### config.mk
export PLATFORM = sky130hd
export DESIGN_NAME = mul_pipe
export DESIGN_NICKNAME = d
export VERILOG_FILES = /design/src/rtl/riscv_mul_pkg.sv /design/src/rtl/mul_core.sv /design/src/rtl/mul_pipe.sv
export SDC_FILE = /design/constraint.sdc
export NUM_CORES = 2
export LEC_CHECK = 0
export ABC_AREA = 0
export CAP_MARGIN = 20
export CORE_MARGIN = 2
export CORE_UTILIZATION = 66
export DETAILED_ROUTE_END_ITERATION = 8
export PLACE_DENSITY = 0.81
export SLEW_MARGIN = 10
export SYNTH_ARGS = -nofsm -noshare
export SYNTH_HDL_FRONTEND = slang
export SYNTH_SLANG_ARGS = --single-unit
### constraint.sdc
create_clock -name clk -period 2.79 [get_ports clk]
set_input_delay 0.4185 -clock clk [delete_from_list [all_inputs] [get_ports clk]]
set_output_delay 0.4185 -clock clk [all_outputs]
set_load 0.02 [all_outputs]
### src/rtl/riscv_mul_pkg.sv
// rtl/riscv_mul_pkg.sv - operation encodings and shared helpers for the multiply pipe
package riscv_mul_pkg;

   localparam int MUL_XLEN_DEFAULT = 32;

   // RV funct3[1:0] of the M-extension multiply group
   typedef enum logic [1:0] {
      MUL_OP_MUL    = 2'b00,
      MUL_OP_MULH   = 2'b01,
      MUL_OP_MULHSU = 2'b10,
      MUL_OP_MULHU  = 2'b11
   } mul_op_e;

   // rs1 is treated as signed for MULH and MULHSU
   function automatic logic rs1_is_signed(input logic [1:0] op);
      return (op == MUL_OP_MULH) || (op == MUL_OP_MULHSU);
   endfunction

   // rs2 is treated as signed only for MULH
   function automatic logic rs2_is_signed(input logic [1:0] op);
      return (op == MUL_OP_MULH);
   endfunction

endpackage

### src/rtl/mul_core.sv
// rtl/mul_core.sv - combinational signed (XLEN+1)x(XLEN+1) multiplier, 2*XLEN-bit product
module mul_core #(
   parameter int XLEN = 32
) (
   input  logic signed [XLEN:0]     a,
   input  logic signed [XLEN:0]     b,
   output logic        [2*XLEN-1:0] p
);

   logic signed [2*XLEN-1:0] a_w;
   logic signed [2*XLEN-1:0] b_w;

   // Sign-extend to the product width so the multiply wraps at exactly 2*XLEN bits
   always_comb begin
      a_w = {{(XLEN-1){a[XLEN]}}, a};
      b_w = {{(XLEN-1){b[XLEN]}}, b};
      p   = a_w * b_w;
   end

endmodule

### src/rtl/mul_pipe.sv
// rtl/mul_pipe.sv - fully pipelined RV multiply unit with hold, flush and tag tracking
module mul_pipe
   import riscv_mul_pkg::*;
#(
   parameter int XLEN   = MUL_XLEN_DEFAULT,
   parameter int STAGES = 2
) (
   input  logic            clk,
   input  logic            rst,
   input  logic            valid_i,
   input  logic [1:0]      op_i,
   input  logic [4:0]      rd_idx_i,
   input  logic [XLEN-1:0] ra_operand,
   input  logic [XLEN-1:0] rb_operand,
   input  logic            hold,
   input  logic            flush,
   output logic            valid_o,
   output logic [4:0]      rd_idx_o,
   output logic [XLEN-1:0] wb_value,
   output logic            busy_o
);

   logic                     accept;
   logic signed [XLEN:0]     a_ext;
   logic signed [XLEN:0]     b_ext;
   logic        [2*XLEN-1:0] prod;
   logic        [XLEN-1:0]   result;

   logic                     st_valid [STAGES];
   logic        [4:0]        st_tag   [STAGES];
   logic        [XLEN-1:0]   st_data  [STAGES];

   // Issue qualification and operand extension; the product is selected before
   // the first register and retiming is left to synthesis
   always_comb begin
      accept = valid_i && !hold && !flush;
      a_ext  = $signed({rs1_is_signed(op_i) & ra_operand[XLEN-1], ra_operand});
      b_ext  = $signed({rs2_is_signed(op_i) & rb_operand[XLEN-1], rb_operand});
      result = (op_i == MUL_OP_MUL) ? prod[XLEN-1:0] : prod[2*XLEN-1:XLEN];
   end

   mul_core #(.XLEN(XLEN)) u_core (
      .a (a_ext),
      .b (b_ext),
      .p (prod)
   );

   for (genvar k = 0; k < STAGES; k++) begin : g_stage
      logic            in_valid;
      logic [4:0]      in_tag;
      logic [XLEN-1:0] in_data;

      if (k == 0) begin : g_head
         assign in_valid = accept;
         assign in_tag   = rd_idx_i;
         assign in_data  = result;
      end else begin : g_body
         assign in_valid = st_valid[k-1];
         assign in_tag   = st_tag[k-1];
         assign in_data  = st_data[k-1];
      end

      // Stage register: flush kills, hold freezes, payload moves only with a valid op
      always_ff @(posedge clk or posedge rst) begin
         if (rst) begin
            st_valid[k] <= 1'b0;
            st_tag[k]   <= '0;
            st_data[k]  <= '0;
         end else if (flush) begin
            st_valid[k] <= 1'b0;
         end else if (!hold) begin
            st_valid[k] <= in_valid;
            if (in_valid) begin
               st_tag[k]  <= in_tag;
               st_data[k] <= in_data;
            end
         end
      end
   end

   // The last stage is the write-back port; its payload only changes on a completion
   always_comb begin
      valid_o  = st_valid[STAGES-1];
      rd_idx_o = st_tag[STAGES-1];
      wb_value = st_data[STAGES-1];
      busy_o   = 1'b0;
      for (int i = 0; i < STAGES; i++) begin
         busy_o = busy_o | st_valid[i];
      end
   end

endmodule

==> reports/qor.txt, run 1 <==
synth unique cells: 64
Synth Cell Area: 0.04094 mm2
# rows: 91
kind of the worst endpoint: register data pin
post-synthesis simple-gate area fraction: 14.04%
top-count cell post-synth: inv_1
Port Buffers: 114
Main synth FF type: dfrtp_1
largest net degree at the start of global routing: 72
xor/xnor share of the synthesized area: 1.519%
CTS Sinks: 76
total gr overflow: 360
cell accounting for the most synthesized area: fa_1
CTS Hold Bufs: 0
mux cell area share after synthesis: 1.238%
die width: 253.1 um
worst endpoint after global-route timing repair: g_stage[1].in_data[31]$_DFFE_PP0P_/D
largest family of logic cells by synthesized area: adder cells
hpwl dp: 96,410 um
status: did not finish
register area share after synthesis: 4.645%
ys async rst share: 100.0%
Net Count, Synth: 5,904
effective utilization at floorplan: 66.59%
Yosys top cell area share: 55.01%
most frequent cells after synthesis: 1,196 x inv_1, 1,125 x fa_1, 856 x nand2_1
synthesized flop and latch total: 76
io pins: 115
RePlAce Congestion: 1.004
Root Buffer: clkbuf_16
Syn. warnings: 0
post-synthesis compound-gate area fraction: 3.918%
htree depth: 3
maximum root-to-sink buffer count: 2
top cells by area, synth: fa_1 55%, inv_1 11%, nand2_1 7.8%, ha_1 6.5%, dfrtp_1 4.6%
gr usage total: 76.02%
EDFF count, synth: 0
Synth Area in Adders: 61.55%
Synth Instances: 4,489
tool error: [ERROR GRT-0232] Routing congestion too high. Check the congestion heatmap in the GUI.
Halt Stage: global routing (5_1_grt)
DIE HEIGHT: 253.1 um
cts bufs inserted: 9
syn_area_per_cell: 9.120 um2
-- repair_timing --
item	in CTS
setup buffers	181
gates cloned	37
endpoints found under the setup margin	32
pin swaps	214
resized for setup	560
-- logic make-up after synthesis --
family          Yosys count
compound gates          248
simple gates           1282
flops                    76
mux                      46
buf+inv                1427
fa+ha+maj              1339
xor+xnor                 71
-- stage by stage --
stage | area [um2] | worst slack, ns | setup TNS, ns | instances
CTS | 51560 | -4.723 | -140.78 | 5874
global placement | 47450 | -5.737 | -171.04 | 5644
floorplan | 41800 | -4.909 | -137.20 | 4489
detailed placement | 47450 | -6.004 | -177.45 | 5644
-- metal layers --
metal,track usage (%),GRT overflow
met5,39.23,2
met3,65.93,14
met1,73.90,6
met4,74.20,126
met2,90.62,212
==> inputs of run 2 (changes only) <==
Settings changed: CORE_UTILIZATION 66 to 40, PLACE_DENSITY 0.81 to not set, PLACE_DENSITY_LB_ADDON set to 0.15.
==> reports/qor.txt, run 2 <==
Hold Crit Class: register to register
first-pass GRT wire length: 206,200 um
CTS Hold Bufs: 0
final setup violation count: 32
number of max-cap violations: 0
CP endpoint kind: register
Net Count, Synth: 5,904
period utilization: 271.6%
Largest stage delay, worst path: 0.61 ns
Synth Cell Area: 0.04094 mm2
synth unique cells: 64
status: finished with violations
critical path data required time: 3.02 ns
Layout Nets: 6,536
total gr overflow: 0
Worst path slowest cell: fa_2
WP data arrival: 7.81 ns
RSZ-0062 raised after global routing: yes
top-count cell post-synth: inv_1
met2 WL: 65,640 um
largest net degree at the start of global routing: 77
post-route setup slack: -4.789 ns
syn_area_per_cell: 9.120 um2
Crit path top cell by count: fa_1
drt pass-1 iters: 5
initial antenna violation count: 1
Slew HR: 65.50%
Worst-Margin Slew: 0.5175 ns
DIE HEIGHT: 323.9 um
Max Transition Viols Final: 0
Worst Skew: 0.008207 ns
die width: 323.9 um
register area: 0.001902 mm2
io pins: 115
Syn. warnings: 0
Clock Pin Slew Worst Setup and Hold Paths: 0.06 ns
cell accounting for the most synthesized area: fa_1
effective utilization at floorplan: 40.30%
CTS Sinks: 76
Yosys top cell area share: 55.01%
most frequent cells in the layout: 1,109 x inv_1, 1,064 x fa_1, 812 x nand2_1
Main synth FF type: dfrtp_1
Antenna Nets Post-Route: 0
Layout area overhead: 30.05%
Port Buffers: 114
RePlAce Congestion: 0.9005
Fin Hold WS: 0.4735 ns
htree depth: 3
clock latency at the later pin of the worst-skew pair: 0.33 ns
setup_tns: -143.65 ns
top cells by area, synth: fa_1 55%, inv_1 11%, nand2_1 7.8%, ha_1 6.5%, dfrtp_1 4.6%
drt wl/cell: 20.06 um
met3 WL: 5880 um
Crit Path Max Fanout: 5
wirelength, routed: 130,300 um
gr usage total: 25.97%
vias in the first global route: 35,459
Root Buffer: clkbuf_16
hpwl dp: 102,400 um
CTS tree: done
ratio of cells with drive above 1 in the final layout: 24.72%
# rows: 117
CP Launch Type: primary input
met1 wire length: 53,720 um
ys async rst share: 100.0%
via count: 31,805
Vias/cell: 4.898
most frequent cells after synthesis: 1,196 x inv_1, 1,125 x fa_1, 856 x nand2_1
1st-iter DRT viols: 1,617
core region area: 0.1016 mm2
register area share after synthesis: 4.645%
Layout fillers: 9,463
maximum root-to-sink buffer count: 2
Top Metal Used: met4
die area: 0.1049 mm2
most common cell after layout, fill and taps aside: inv_1
# DRC: 0
EDFF count, synth: 0
post-layout min period: 7.579 ns
area of the multi-input gates: 0.03553 mm2
f_max: 132.0 MHz
cts bufs inserted: 9
critical path class: primary input to register
Ant. Diodes: 0
Hold Vio Cnt, Final: 0
synthesized flop and latch total: 76
Synth Instances: 4,489
failing checks: setup timing
## run 2: cell counts after synthesis
Identical to the previous run, type by type.
## run 2: cell families (layout without fill, tap and decap cells)
| logic type | Yosys count | count (layout) | synth area share (%) |
|---|---|---|---|
| DFF | 76 | 76 | 4.645 |
| adders and majority gates | 1339 | 1339 | 61.55 |
| muxes | 46 | 46 | 1.238 |
| and+or+nand+nor | 1282 | 1282 | 14.04 |
| AOI/OAI and AO/OA | 248 | 248 | 3.918 |
| xor gates and xnor gates | 71 | 71 | 1.519 |
| buffers and inverters | 1427 | 2064 | 13.09 |
## run 2: layout make-up
type / count / area share, %
timing repair buffer: 852 / 17.38
inverter: 1196 / 8.481
tap: 1368 / 3.215
sequential: 76 / 3.572
multi-input combinational: 2986 / 66.74
clock buffer: 11 / 0.4559
clock inverter: 5 / 0.1575
## run 2: routing by layer
layer  vias to the layer above  track usage [%]
li1                      14085                -
met1                     16765            33.82
met2                       753            45.83
met3                       202            2.335
met4                         0            7.984
met5                         -                0
## run 2: critical path: cells and delay by family
family / cells / cell delay [ns]
simple gates: 1 / 0.18
buf+inv: 9 / 0.79
xor+xnor: 1 / 0.07
fa+ha+maj: 10 / 4.58
compound gates: 8 / 1.77
## run 2: what timing repair did
item / 4_1_cts / 5_1_grt
setup endpoints to repair: 32 / 32
gates resized for setup: 613 / 259
setup buffers: 163 / 57
gates cloned: 27 / 3
pin swaps: 242 / 235
## run 2: through the flow
stage	std cells	setup WS (ns)	utilization (%)	cell area, um2
floorplan	4489	-4.909	-	41800
finish	6494	-4.789	52.41	53240
detailed placement	6256	-5.951	47.64	48400
global placement	6256	-5.861	47.64	48400
CTS	6453	-4.808	51.47	52290
global route	6494	-5.126	52.41	53240
## run 2: worst paths after layout
kind | from | endpoint | slack, ns | cells after the start
setup / recovery | op_i[1] | g_stage[1].in_data[27]$_DFFE_PP0P_ | -4.79 | 29
hold / removal | g_stage[1].in_tag[4]$_DFFE_PP0P_ | g_stage[1].in_tag[4]$_DFFE_PP0P_ | 0.47 | 2
setup reg to reg | g_stage[1].in_valid$_DFFE_PP0P_ | rd_idx_o[0]$_DFFE_PP0P_ | 1.48 | 3
hold reg to reg | g_stage[1].in_tag[4]$_DFFE_PP0P_ | g_stage[1].in_tag[4]$_DFFE_PP0P_ | 0.47 | 2
max in group asynchronous | rst | g_stage[1].in_data[20]$_DFFE_PP0P_ | 1.94 | 3
min in group asynchronous | rst | wb_value[3]$_DFFE_PP0P_ | 0.48 | 3
Power of run 2 is left out: the tool's default activity adds up to more than one toggle a clock period on the data nets, which glitch-free logic cannot reach.
